**config.mk**
```make
export PLATFORM = sky130hd
export DESIGN_NAME = dtree_feature_sequencer
export DESIGN_NICKNAME = d
export VERILOG_FILES = /design/src/rtl/dtree_feature_sequencer.sv
export SDC_FILE = /design/constraint.sdc
export NUM_CORES = 1
export LEC_CHECK = 0
export ABC_AREA = 1
export BUFFER_PORTS_ARGS = -buffer_cell sky130_fd_sc_hd__buf_2
export CORE_MARGIN = 3
export CORE_UTILIZATION = 55
export DETAILED_ROUTE_END_ITERATION = 10
export PLACE_DENSITY = 0.82
export SYNTH_ARGS = -nofsm -noshare
export SYNTH_HDL_FRONTEND = slang
export SYNTH_SLANG_ARGS = --single-unit
export TNS_END_PERCENT = 50
```
**constraint.sdc**
```tcl
create_clock -name clk -period 2.6 [get_ports clk]
set_clock_uncertainty 0.05 [all_clocks]
set_input_delay 0.52 -clock clk [delete_from_list [all_inputs] [get_ports clk]]
set_output_delay 0.52 -clock clk [all_outputs]
set_load 0.02 [all_outputs]
```
**src/rtl/dtree_feature_sequencer.sv**
```systemverilog
`timescale 1ns/1ps
`default_nettype none
// +--------------------------------------------------------------------------+
// | Module : dtree_feature_sequencer                                         |
// | Purpose: Feeds one combinational decision-tree instance. It loads a      |
// |          frame of NUM_FEAT feature bytes from a valid/ready stream into  |
// |          registers and drives them to the tree as a flat bus. It then    |
// |          waits SETTLE_CYC cycles, captures the tree class and offers it  |
// |          on a valid/ready result port. Malformed frames (short or long)  |
// |          raise a one-cycle frame_err, and the sequencer resynchronises   |
// |          on the next frame.                                              |
// | Ports  : clk, rst_n         clock, asynchronous active-low reset         |
// |          in_valid/in_ready/in_data/in_last   feature byte stream         |
// |          feat_bus            registered features, slot k at k*FEAT_W     |
// |          tree_class          class returned by the tree                  |
// |          out_valid/out_ready/out_class       result handshake            |
// |          busy                high while settling or holding a result     |
// |          frame_err           one-cycle pulse on a malformed frame        |
// | Rev    : 1.0  initial release                                            |
// +--------------------------------------------------------------------------+
module dtree_feature_sequencer #(
  parameter int NUM_FEAT   = 7,
  parameter int FEAT_W     = 8,
  parameter int CLASS_W    = 5,
  parameter int SETTLE_CYC = 2
) (
  input  logic                         clk,
  input  logic                         rst_n,
  input  logic                         in_valid,
  output logic                         in_ready,
  input  logic [FEAT_W-1:0]            in_data,
  input  logic                         in_last,
  output logic [NUM_FEAT*FEAT_W-1:0]   feat_bus,
  input  logic [CLASS_W-1:0]           tree_class,
  output logic                         out_valid,
  input  logic                         out_ready,
  output logic [CLASS_W-1:0]           out_class,
  output logic                         busy,
  output logic                         frame_err
);

  localparam int IDX_W = (NUM_FEAT > 1) ? $clog2(NUM_FEAT) : 1;
  localparam int CNT_W = $clog2(SETTLE_CYC + 1);
  localparam logic [IDX_W-1:0] LAST_IDX    = IDX_W'(NUM_FEAT - 1);
  localparam logic [CNT_W-1:0] SETTLE_LAST = CNT_W'(SETTLE_CYC - 1);

  typedef enum logic [1:0] {
    ST_LOAD    = 2'd0,
    ST_DISCARD = 2'd1,
    ST_SETTLE  = 2'd2,
    ST_HOLD    = 2'd3
  } state_t;

  state_t              state_q, state_d;
  logic [IDX_W-1:0]    idx_q, idx_d;
  logic [CNT_W-1:0]    cnt_q, cnt_d;
  logic [FEAT_W-1:0]   feat_q [NUM_FEAT];
  logic [FEAT_W-1:0]   feat_d [NUM_FEAT];
  logic                out_valid_q, out_valid_d;
  logic [CLASS_W-1:0]  out_class_q, out_class_d;
  logic                frame_err_q, frame_err_d;
  logic                accept;

  // in_ready is gated by rst_n so that nothing looks accepted while the
  // block is held in reset (state already reads LOAD during reset).
  assign in_ready  = rst_n && ((state_q == ST_LOAD) || (state_q == ST_DISCARD));
  assign accept    = in_valid && in_ready;
  assign busy      = (state_q == ST_SETTLE) || (state_q == ST_HOLD);
  assign out_valid = out_valid_q;
  assign out_class = out_class_q;
  assign frame_err = frame_err_q;

  generate
    for (genvar k = 0; k < NUM_FEAT; k++) begin : g_feat_bus
      assign feat_bus[k*FEAT_W +: FEAT_W] = feat_q[k];
    end
  endgenerate

  always_comb begin
    state_d     = state_q;
    idx_d       = idx_q;
    cnt_d       = cnt_q;
    feat_d      = feat_q;
    out_valid_d = out_valid_q;
    out_class_d = out_class_q;
    frame_err_d = 1'b0;

    case (state_q)
      ST_LOAD: begin
        if (accept) begin
          feat_d[idx_q] = in_data;
          if (idx_q != LAST_IDX) begin
            if (in_last) begin
              // Short frame: restart at slot 0, partial slots get overwritten.
              frame_err_d = 1'b1;
              idx_d       = '0;
            end else begin
              idx_d = idx_q + 1'b1;
            end
          end else begin
            idx_d = '0;
            if (in_last) begin
              cnt_d   = '0;
              state_d = ST_SETTLE;
            end else begin
              // Long frame: drop the remainder up to its in_last.
              frame_err_d = 1'b1;
              state_d     = ST_DISCARD;
            end
          end
        end
      end
      ST_DISCARD: begin
        if (accept && in_last) begin
          state_d = ST_LOAD;
        end
      end
      ST_SETTLE: begin
        cnt_d = cnt_q + 1'b1;
        if (cnt_q == SETTLE_LAST) begin
          out_class_d = tree_class;
          out_valid_d = 1'b1;
          state_d     = ST_HOLD;
        end
      end
      ST_HOLD: begin
        if (out_valid_q && out_ready) begin
          out_valid_d = 1'b0;
          state_d     = ST_LOAD;
        end
      end
      default: state_d = ST_LOAD;
    endcase
  end

  always_ff @(posedge clk or negedge rst_n) begin
    if (!rst_n) begin
      state_q     <= ST_LOAD;
      idx_q       <= '0;
      cnt_q       <= '0;
      feat_q      <= '{default: '0};
      out_valid_q <= 1'b0;
      out_class_q <= '0;
      frame_err_q <= 1'b0;
    end else begin
      state_q     <= state_d;
      idx_q       <= idx_d;
      cnt_q       <= cnt_d;
      feat_q      <= feat_d;
      out_valid_q <= out_valid_d;
      out_class_q <= out_class_d;
      frame_err_q <= frame_err_d;
    end
  end

endmodule
`default_nettype wire

```
==> metrics.txt <==
Core ar. roughly 0.0048 mm^2; PortBufs 82; leading area contributor after synthesis dfrtp_1; Die W between 70 and 80 um; min Tclk post-route 2.31 ns; Max Freq 433 MHz; CTS tree yes; Vias 2286; worst rel slew slack 55.9%; vias in the first global route 2309; CTS hold repair buffers 1; max-cap viol count 0; Design Area, Final 0.00348 mm^2; DIE HEIGHT 77.5 um; Routability Congestion between 0.8 and 0.9; Placed Cells 434; mean post-synth cell area 9.54 um^2; GRT Resource Usage Total approximately a quarter; post-synthesis register bit count 70; RSZ-0062 raised after global routing false; maximum resistive drop on vdd around 0.0007 V; antenna diode count 0; Boundary Pins between 80 and 90; Setup TNS 0 ns; Clk pwr share 21.7%; leading post-synthesis cells by cell area dfrtp_1, nand2_1, o21ai_1; drt first pass iters 4; Area Overhead vs Synth 23.8%; Tcrit/Tclk final 88.9%; Crit Path Class primary input to flop; Total Power 4.67 mW; crit path launch type primary input; Post-Layout Cell Count 451; final antenna-violating net count 0; setup bufs post-CTS 0; Num CTS Buffers 9; Worst-path clk slew 0.07 ns; total gr overflow 0; PwrDens 1340 mW/mm^2; pre-CTS setup slack 0.496 ns; Post-Place Cell Area 0.00324 mm^2; vias per std cell 5.07; sequential share of power 39.6%; P_sw 1.90 mW; static leakage roughly 1.9 nW; first-pass GRT wire length 11.3 mm; Sink Count 70; outcome finished clean; worst path arrival time 2.47 ns; Synthesis Warnings 0; Cell Rows 25; Synth Cell Area 0.00282 mm^2; Starting Density 58.1%; violation count after the first detailed-route iteration 142; H-tree depth 3; Worst-Skew Late Latency 0.34 ns; Post-Syn Instances between 200 and 300; slack of the critical path 0.289 ns; NumNets Final 400; Required @ worst endpoint 2.76 ns; final slew viol count 0; Post-Route WL around 6.7 mm; post-DR wirelength/cell 14.8 um; crit path max fanout 20; DP HPWL 4.65 mm; Final Util 71.9%; element type at the critical path end flop; Yosys top cell area share 62.2%; DIE AREA roughly 0.006 mm^2; final setup fails 0; Post-route DRC 0; R2R setup slack 0.70 ns; Worst Max-Slew Pin Slew 0.662 ns; share of cells above drive strength 1 27.6%; CTS Buffer Depth 2; Final Hold Fails 0; Worst Hold Class primary input to flop; initial antenna violation count 0; Synth Net Count 316; Sw Ratio 40.7%; Int Pwr 2.77 mW; Gate power share 38.6%; post-cts resize count 0; worst hold margin 0.373 ns; CTS Root Cell clkbuf_8; Cell variety after synth 22; largest net degree at the start of global routing 55; Seq/Total Area, Yosys a little over 60%
## synth_stat cells
library cell  count
inv_2             2
buf_6             4
nand3_4           1
nor2_1           11
nand4_1           1
inv_4             1
nand2_4           3
o21ai_0           4
dfrtp_1          70
a21oi_1           3
a31oi_1           1
nand2_1          94
o21ai_1          56
nor3_1            1
nand3_1          13
nand3b_1          1
inv_1            17
buf_2             6
o21bai_1          1
nor2_4            1
clkbuf_1          1
ha_1              3
## cell usage in the layout (no fill, tap or decap), types with 2 or more instances in the layout
| cell type | synthesis | routed |
|---|---|---|
| nand2_1 | 94 | 94 |
| buf_2 | 6 | 81 |
| dfrtp_1 | 70 | 70 |
| o21ai_1 | 56 | 56 |
| inv_1 | 17 | 17 |
| nand3_1 | 13 | 13 |
| clkbuf_8 | 0 | 12 |
| nor2_1 | 11 | 11 |
| o21ai_0 | 4 | 4 |
| a21oi_1 | 3 | 3 |
| nand2_4 | 3 | 3 |
| ha_1 | 3 | 3 |
| inv_2 | 2 | 2 |
| bufinv_16 | 0 | 2 |
| buf_4 | 0 | 2 |
## path summary, 6_finish.rpt
path / from / end / cells past startpoint
min in group asynchronous: rst_n / state_q[1]$_DFFE_PN0P_ / 2
max in group asynchronous: rst_n / feat_bus[10]$_DFFE_PN0P_ / 3
setup / recovery: rst_n / feat_bus[48]$_DFFE_PN0P_ / 7
hold reg to reg: out_class[2]$_DFFE_PN0P_ / out_class[2]$_DFFE_PN0P_ / 2
setup reg to reg: state_q[1]$_DFFE_PN0P_ / feat_bus[48]$_DFFE_PN0P_ / 6
hold / removal: tree_class[1] / out_class[1]$_DFFE_PN0P_ / 3
## critical path: stages
cell and delay (ns):
dlygate4sd3_1 0.53, buf_4 0.27, nand3_4 0.13, nor2_4 0.34
nand2_1 0.41, nand2_1 0.18, o21ai_1 0.09
## sequential cells by signal (all words and copies together) (netlist names)
signal	cells
state_q	2
feat_bus	56
cnt_q	2
idx_q	3
frame_err	1
out_valid	1
out_class	5
## power groups by stage
stage | sequential (mW) | clock (mW) | combinational, mW
4_1_cts | 1.84 | 1.03 | 1.83
5_1_grt | 1.91 | 1.08 | 2.00
3_5_place_dp | 1.85 | 0 | 1.82
6_report | 1.85 | 1.02 | 1.81
3_3_place_gp | 1.86 | 0 | 1.75
2_1_floorplan | 2.32 | 0 | 0.719
## layer usage
layer / global-route usage, % / part of all wire [%]
met5: 0 / 0
met4: 8.54 / 1.3
met3: 10.1 / 8.1
met2: 37.5 / 47
met1: 31.9 / 44
## logic make-up after synthesis
| group | count (synthesis) | synth area share, % |
|---|---|---|
| simple gates | 126 | 19.2 |
| flops | 70 | 62.2 |
| compound gates | 65 | 11.7 |
| buf+inv | 31 | 5.56 |
| fa+ha+maj | 3 | 1.33 |
## area by class of cell
cell class	instances	area (um^2)
Tap cell	67	83.8
Multi-Input combinational cell	194	907
Timing Repair Buffer	84	430
Inverter	20	77.6
Sequential cell	70	1750
Fill cell	365	1360
Clock buffer	13	169
Clock inverter	3	65.1
No activity file was read; power rests on OpenSTA's default activity.
